`src/rtl/multibyte_alu_sequencer.sv`:
```
// Drives a shared 8-bit ALU one byte per clock, LSB first, to build NBYTES-wide
// arithmetic/logic results with carry/borrow chained between bytes.
module multibyte_alu_sequencer #(
    parameter int NBYTES = 4,
    parameter int IDXW   = 3
) (
    input  logic                  clk,
    input  logic                  rst,
    input  logic                  start,
    input  logic [2:0]            operation,
    input  logic                  carryIn,
    input  logic [8*NBYTES-1:0]   operandA,
    input  logic [8*NBYTES-1:0]   operandB,
    output logic                  busy,
    output logic                  done,
    output logic [8*NBYTES-1:0]   result,
    output logic                  carryOut,
    output logic                  zero,
    output logic [7:0]            aluInputA,
    output logic [7:0]            aluInputB,
    output logic                  aluCarryIn,
    output logic [2:0]            aluOperation,
    input  logic [7:0]            aluResult,
    input  logic                  aluCarryOut
);

    typedef enum logic [1:0] {IDLE, RUN, DONE} state_t;

    state_t               state;
    state_t               stateNext;
    logic [IDXW-1:0]      idx;
    logic [8*NBYTES-1:0]  latA;
    logic [8*NBYTES-1:0]  latB;
    logic [2:0]           latOp;
    logic                 latCin;
    logic                 carry;
    logic [8*NBYTES-1:0]  acc;
    logic [8*NBYTES-1:0]  accNext;
    logic                 lastByte;
    logic                 isLogic;

    assign lastByte = (idx == IDXW'(NBYTES - 1));
    assign isLogic  = latOp[2];

    always_ff @(posedge clk) begin
        if (rst) begin
            state <= IDLE;
        end else begin
            state <= stateNext;
        end
    end

    always_comb begin
        stateNext = state;
        case (state)
            IDLE:    if (start) stateNext = RUN;
            RUN:     if (lastByte) stateNext = DONE;
            DONE:    stateNext = IDLE;
            default: stateNext = IDLE;
        endcase
    end

    always_comb begin
        busy         = 1'b0;
        done         = 1'b0;
        aluInputA    = '0;
        aluInputB    = '0;
        aluCarryIn   = 1'b0;
        aluOperation = '0;
        case (state)
            RUN: begin
                busy      = 1'b1;
                aluInputA = latA[idx*8 +: 8];
                aluInputB = latB[idx*8 +: 8];
                if (isLogic) begin
                    aluOperation = latOp;
                    aluCarryIn   = 1'b0;
                end else if (idx == '0) begin
                    // ADC/SBB take the external carry; ADD/SUB start with none
                    aluOperation = latOp;
                    aluCarryIn   = latOp[0] ? latCin : 1'b0;
                end else begin
                    aluOperation = latOp | 3'b001;
                    aluCarryIn   = carry;
                end
            end
            DONE:    done = 1'b1;
            default: ;
        endcase
    end

    // Accumulator with the current byte merged, so the final edge sees all bytes
    always_comb begin
        accNext = acc;
        accNext[idx*8 +: 8] = aluResult;
    end

    always_ff @(posedge clk) begin
        if (rst) begin
            idx      <= '0;
            latA     <= '0;
            latB     <= '0;
            latOp    <= '0;
            latCin   <= 1'b0;
            carry    <= 1'b0;
            acc      <= '0;
            result   <= '0;
            carryOut <= 1'b0;
            zero     <= 1'b0;
        end else begin
            case (state)
                IDLE: begin
                    if (start) begin
                        latA   <= operandA;
                        latB   <= operandB;
                        latOp  <= operation;
                        latCin <= carryIn;
                        idx    <= '0;
                        carry  <= 1'b0;
                        acc    <= '0;
                    end
                end
                RUN: begin
                    acc   <= accNext;
                    carry <= aluCarryOut;
                    idx   <= idx + IDXW'(1);
                    if (lastByte) begin
                        idx      <= '0;
                        result   <= accNext;
                        carryOut <= isLogic ? 1'b0 : aluCarryOut;
                        zero     <= (accNext == '0);
                    end
                end
                default: ;
            endcase
        end
    end

endmodule
```
`config.mk`:
```
export PLATFORM = sky130hd
export DESIGN_NAME = multibyte_alu_sequencer
export DESIGN_NICKNAME = d
export VERILOG_FILES = /design/src/rtl/multibyte_alu_sequencer.sv
export SDC_FILE = /design/constraint.sdc
export NUM_CORES = 1
export LEC_CHECK = 0
export ABC_AREA = 1
export BUFFER_PORTS_ARGS = -buffer_cell sky130_fd_sc_hd__buf_2
export CAP_MARGIN = 20
export CELL_PAD_IN_SITES_DETAIL_PLACEMENT = 1
export CELL_PAD_IN_SITES_GLOBAL_PLACEMENT = 1
export CORE_MARGIN = 5
export CORE_UTILIZATION = 38
export DETAILED_ROUTE_END_ITERATION = 10
export GPL_TIMING_DRIVEN = 0
export MAX_ROUTING_LAYER = met4
export PLACE_DENSITY = 0.84
export REMOVE_ABC_BUFFERS = 1
export SETUP_SLACK_MARGIN = 0.4
export SLEW_MARGIN = 20
export SYNTH_ARGS = -nofsm -noshare
export SYNTH_HDL_FRONTEND = slang
export SYNTH_SLANG_ARGS = --single-unit
export TNS_END_PERCENT = 100
```
`constraint.sdc`:
```
create_clock -name clk -period 2.8 [get_ports clk]
set_input_delay 0.14 -clock clk [delete_from_list [all_inputs] [get_ports clk]]
set_output_delay 0.14 -clock clk [all_outputs]
set_load 0.03 [all_outputs]
```
==> Yosys cells after proc, flatten, opt, wreduce, memory -nomap -nowiden <==
Index checks and enable logic that the tools add are counted.
{ "classes": {"add_sub_neg": 2, "n_eq_ne": 5, "shift": 4, "n_mux": 23, "n_reduce_logical": 8} }
{ "op_table": {"columns": ["op", "count"], "rows": [
  ["$pmux 32 s2", 1],
  ["$shiftx 32x7->8", 2],
  ["$neg 6->34", 1],
  ["$shift 8x34->32 const A", 1],
  ["$shiftx 8x34->32", 1],
  ["$bwmux 32", 1],
  ["$logic_not 32->1", 1],
  ["$mux 32", 1],
  ["$mux 8", 2],
  ["$mux 3", 4],
  ["$mux 1", 9],
  ["$reduce_and 2->1", 4],
  ["$pmux 3 s2", 1],
  ["$mux 2", 2],
  ["$ne 2x2->1 const B", 2],
  ["$pmux 2 s2", 1],
  ["$add 3x1->3 const B", 1],
  ["$eq 3x2->1 const B", 1],
  ["$logic_not 3->1", 1],
  ["$eq 2x1->1 const B", 1],
  ["$eq 2x2->1 const B", 1],
  ["$logic_not 2->1", 1],
  ["$pmux 1 s2", 1],
  ["$reduce_bool 2->1", 1]
]} }
{ "word_totals": {"regBits": 140, "input_bits": 80, "out_inout_bits": 56, "word_cells": 53} }

==> Depth between registers and ports, before layout <==
{ "logic_depth": {"ltp_word": 4, "ltp_mapped": 18, "ltp_nobuf": 15} }

==> Worst setup path after synthesis <==
Ideal clock, no wire load.
{ "synth_timing": {"path_type": "register to register", "startpoint": "register idx[0]", "endpoint": "register zero", "setup_ps": 67, "arrival_ps": 2460, "t_required_ps": 2733, "path_slack_ps": 273, "path_stages_with_launch": 18, "path_buffers": 3, "period_less_slack_ps": 2527, "path_cell_list": "dfxtp_1 > buf_6 > inv_2 > buf_2 > clkbuf_1 > ha_1 > ha_1 > inv_2 > nand2_1 > nor2_2 > nand2_4 > nand2_1 > nand2_2 > nor2_1 > nand2_1 > nor2_1 > nand2_1 > a21oi_2"} }
{ "synth_between": {"elab_chain_cells": 4, "elab_cells_between_ends": 7, "cone_classes": "add/sub (1); eq/ne (1); shift (2); mux (1); reduce/logical (2)"} }
{ "synth_rtl": {"columns": ["item", "line_no", "rtl"], "rows": [
  ["start, declared", "31", "logic [IDXW-1:0] idx;"],
  ["start signal, assigned", "126", "idx <= idx + IDXW'(1);"],
  ["$neg 6->34", "95", "accNext[idx*8 +: 8] = aluResult;"],
  ["$shiftx 8x34->32 / $shift 8x34->32 (equally long branches)", "95", null],
  ["$bwmux 32", "95", null],
  ["$logic_not 32->1", "131", "zero <= (accNext == '0);"],
  ["end signal, assigned", "131", null],
  ["end, declared", "18", "output logic zero,"]
]} }
Parallel ways exist; a longest one is shown, timed or not.
A chain may end at the register's enable or synchronous reset.

==> Worst setup path in the final report <==
Ends and elaborated chain as after synthesis.

==> impl_metrics.prom <==
# TYPE chip_impl_metric gauge
chip_impl_info{name="status",value="complete, no violations"} 1
chip_impl_metric{name="core_area",unit="sq mm"} 0.0160
chip_impl_metric{name="initialDrtViolationCount",unit=""} 460
chip_impl_metric{name="globalplace.congestion",unit=""} 0.768
chip_impl_metric{name="clock-skew-final",unit="ns"} 0.00730
chip_impl_metric{name="fin_tns_setup",unit="ns"} 0
chip_impl_metric{name="drtPass1Iterations",unit=""} 7
chip_impl_info{name="critical_path.reg2reg.startpoint",value="idx[0]"} 1
chip_impl_metric{name="multi_input_area",unit="sq mm"} 0.00303
chip_impl_metric{name="ios",unit=""} 136
chip_impl_metric{name="number_of_instances_in_the_synthesized_netlist",unit=""} 946
chip_impl_metric{name="clkLatencyLatePin",unit="ns"} 0.42
chip_impl_metric{name="ys_ff_latch",unit=""} 140
chip_impl_metric{name="grt_start_max_net_pins",unit=""} 73
chip_impl_metric{name="ys_seq_area_share",unit="%"} 44.9
chip_impl_metric{name="yosysWarnings",unit=""} 0
chip_impl_metric{name="clockBufferDepth",unit=""} 2
chip_impl_metric{name="tightest_slew",unit="ns"} 0.789
chip_impl_metric{name="grt_pass1_wl",unit="microns"} 38400
chip_impl_info{name="cp-end-kind",value="flip-flop"} 1
chip_impl_metric{name="pwr_density_cell",unit="mW/mm^2"} 629
chip_impl_metric{name="start_util",unit="%"} 39.1
chip_impl_metric{name="final.fill_count",unit=""} 2081
chip_impl_metric{name="synthArstFlopShare",unit="%"} 0
chip_impl_metric{name="route.detailed.drc",unit=""} 0
chip_impl_metric{name="drt_wl_total",unit="microns"} 25300
chip_impl_info{name="yosysMostFrequentCell",value="sky130_fd_sc_hd__nor2_1"} 1
chip_impl_metric{name="antenna_viol_nets_final",unit=""} 0
chip_impl_metric{name="report.final.hold_viol_count",unit=""} 0
chip_impl_info{name="synthDominantAreaCellType",value="sky130_fd_sc_hd__dfxtp_1"} 1
chip_impl_info{name="cts_tree",value="done"} 1
chip_impl_info{name="setup.worst_path.start_class",value="flip-flop"} 1
chip_impl_metric{name="yosys.area.top_type_share",unit="%"} 44.9
chip_impl_metric{name="timing.final.setup_violations",unit=""} 0
chip_impl_metric{name="vdd_drop_max",unit="mV"} 0.429
chip_impl_metric{name="area_delta_synth_final",unit="%"} 37.6
chip_impl_metric{name="power.leakage",unit="uW"} 0.00391
chip_impl_info{name="critPathCapture",value="zero"} 1
chip_impl_metric{name="worst-path-max-fanout",unit=""} 11
chip_impl_metric{name="vias",unit=""} 7086
chip_impl_info{name="synth_commonest_cells",value="246 x sky130_fd_sc_hd__nor2_1, 203 x sky130_fd_sc_hd__nand2_1, 140 x sky130_fd_sc_hd__dfxtp_1, 105 x sky130_fd_sc_hd__o21ai_0, 96 x sky130_fd_sc_hd__a21oi_1"} 1
chip_impl_info{name="rsz0062_at_grt",value="yes"} 1
chip_impl_info{name="crit_start",value="idx[0]"} 1
chip_impl_metric{name="timing.hold.ws",unit="ns"} 0.0178
chip_impl_metric{name="yosys_cell_types",unit=""} 25
chip_impl_metric{name="maxClockFrequency",unit="GHz"} 0.406
chip_impl_info{name="min_path_type",value="input port to flip-flop"} 1
chip_impl_metric{name="setup.reg_to_reg.worst_slack",unit="ns"} 0.34
chip_impl_metric{name="grt_antenna_before_repair",unit=""} 2
chip_impl_metric{name="placed_cells_incl_taps",unit=""} 1246
chip_impl_metric{name="finalMaxSlewViolations",unit=""} 0
chip_impl_metric{name="cts_sinks",unit=""} 140
chip_impl_metric{name="detailed_place_hpwl",unit="microns"} 12900
chip_impl_metric{name="cts.clk_slew.worst_paths",unit="ns"} 0.06
chip_impl_metric{name="cts_inserted_buffers",unit=""} 17
chip_impl_metric{name="worst-r2r-cell-count",unit=""} 13
chip_impl_metric{name="vias_per_cell",unit=""} 5.18
chip_impl_info{name="postSynth.topFlopCell",value="sky130_fd_sc_hd__dfxtp_1"} 1
chip_impl_info{name="netlist_top_cells_area",value="sky130_fd_sc_hd__dfxtp_1 45%, sky130_fd_sc_hd__nor2_1 15%, sky130_fd_sc_hd__nand2_1 12%, sky130_fd_sc_hd__o21ai_0 8.4%, sky130_fd_sc_hd__a21oi_1 7.7%"} 1
chip_impl_info{name="clock_tree.root_cell",value="sky130_fd_sc_hd__clkbuf_16"} 1
chip_impl_metric{name="post_drt_wl_per_cell",unit="microns"} 18.5
chip_impl_info{name="rr_endpoint",value="zero"} 1
chip_impl_metric{name="timing.critical_path.required",unit="ns"} 3.15
chip_impl_metric{name="cts-htree-levels",unit=""} 4
chip_impl_metric{name="cap_violations",unit=""} 0
chip_impl_metric{name="final_min_period_over_clock_period",unit="%"} 87.9
chip_impl_metric{name="std_cell_rows",unit=""} 46
chip_impl_metric{name="port_buffer_count",unit=""} 135
chip_impl_metric{name="cp_data_arrival_time",unit="ns"} 2.81
chip_impl_metric{name="post_layout_nonfiller_instances",unit=""} 1367
chip_impl_metric{name="remaining_overflow_grt",unit=""} 0
chip_impl_metric{name="layout.area.seq",unit="sq mm"} 0.00281
chip_impl_metric{name="final_core_utilization",unit="%"} 53.7
chip_impl_metric{name="slew_headroom",unit="%"} 47.3
chip_impl_metric{name="die_width",unit="microns"} 138
chip_impl_metric{name="die-area",unit="sq mm"} 0.0191
chip_impl_metric{name="syn_area",unit="sq mm"} 0.00625
chip_impl_metric{name="final_layout_size_suffix_gt1_share",unit="%"} 18.9
chip_impl_metric{name="final_period_minus_worst_setup_slack",unit="ns"} 2.46
chip_impl_metric{name="track_usage",unit="%"} 25.4
chip_impl_metric{name="synth_enable_flop_cells",unit=""} 0
chip_impl_info{name="timing.setup.critical_path_class",value="flip-flop to flip-flop"} 1
chip_impl_metric{name="syn_avg_cell_area",unit="sq um"} 6.61
chip_impl_metric{name="die_h",unit="microns"} 138
chip_impl_info{name="hp-start",value="operation[2]"} 1
chip_impl_metric{name="grt_pass1_vias",unit=""} 7331
chip_impl_metric{name="fin_nets",unit=""} 1221
[repair_timing]
action	in CTS	in global routing
pin swaps	1	4
gates resized for setup	16	11
cloned	1	3
endpoints found under the hold margin	64	0
setup buffers	8	10
endpoints found under the setup margin	89	49
hold buffers	64	0
[worst min-delay path by stage]
stage,to,cells after the start
final,latOp[2],3
after global routing,latB[28],3
after CTS,latB[28],3
after detailed placement,latA[28],3
after global placement,carryOut,3
after floorplan,zero,1
[logic make-up after synthesis]
group                    synth area share [%]
buffers and inverters                    7.71
flip-flops                               44.9
AO/OA/AOI/OAI                            16.7
AND/OR/NAND/NOR                          29.6
adder cells (fa/ha/maj)                  1.20
[power breakdown]
part           internal [uW]  switching (uW)
Sequential              2090            56.9
Clock                   1470             900
Combinational            326             566
[cell usage in the layout (no fill, tap or decap), types with 14 or more instances in the layout]
cell                            netlist  final
sky130_fd_sc_hd__nand2_1            203    200
sky130_fd_sc_hd__buf_2               13    134
sky130_fd_sc_hd__buf_4                0     18
sky130_fd_sc_hd__clkbuf_16            0     17
sky130_fd_sc_hd__nor2_1             246    245
sky130_fd_sc_hd__nand3_1             14     14
sky130_fd_sc_hd__dlygate4sd3_1        0     64
sky130_fd_sc_hd__inv_1               60     56
sky130_fd_sc_hd__dfxtp_1            140    138
sky130_fd_sc_hd__a21oi_1             96     96
sky130_fd_sc_hd__o21ai_0            105    101
[critical path, cell delays in order (launching register included)]
cell                       delay [ns]
sky130_fd_sc_hd__dfxtp_4         0.42
sky130_fd_sc_hd__clkinv_8        0.11
sky130_fd_sc_hd__ha_1            0.25
sky130_fd_sc_hd__ha_4            0.33
sky130_fd_sc_hd__nand2_1         0.12
sky130_fd_sc_hd__clkinv_1        0.13
sky130_fd_sc_hd__nor2_1          0.07
sky130_fd_sc_hd__a21oi_1         0.19
sky130_fd_sc_hd__nand2_1         0.13
sky130_fd_sc_hd__nor2_1          0.16
sky130_fd_sc_hd__nand2_1         0.10
sky130_fd_sc_hd__nor2_1          0.15
sky130_fd_sc_hd__nand2_1         0.09
sky130_fd_sc_hd__a21oi_2         0.12
[cell type report]
type,count,area share [%]
Tap cell,216,3.14
Timing Repair Buffer,221,18.1
Clock inverter,11,1.64
Clock buffer,21,5.47
Sequential cell,140,32.7
Timing Repair inverter,3,0.291
Antenna cell,3,0.0873
Inverter,65,3.23
Multi-Input combinational cell,687,35.3
[sequential cells by signal, summed over array words and instances, names as in the netlist]
register,flops
carry,1
latB,32
state,2
acc,32
zero,1
carryOut,1
idx,3
latCin,1
result,32
latA,32
latOp,3
[through the flow]
stage / setup WS, ns / total power [uW] / cell area (sq um)
after global placement: -3.05 / 2830 / 6960
after detailed placement: -0.944 / 2870 / 7090
after floorplan: -1.37 / 2600 / 6010
after CTS: 0.161 / 5320 / 8450
final: 0.339 / 5400 / 8600
after global routing: 0.274 / 5600 / 8590
[routing by layer]
layer,vias to the layer above,track usage (%),wire (microns)
met5,-,-,0
met4,0,11.0,966
met3,80,6.24,1520
met2,260,42.0,12500
met1,3380,29.3,10300
li1,3366,-,-
(Power assumes the default switching activity.)
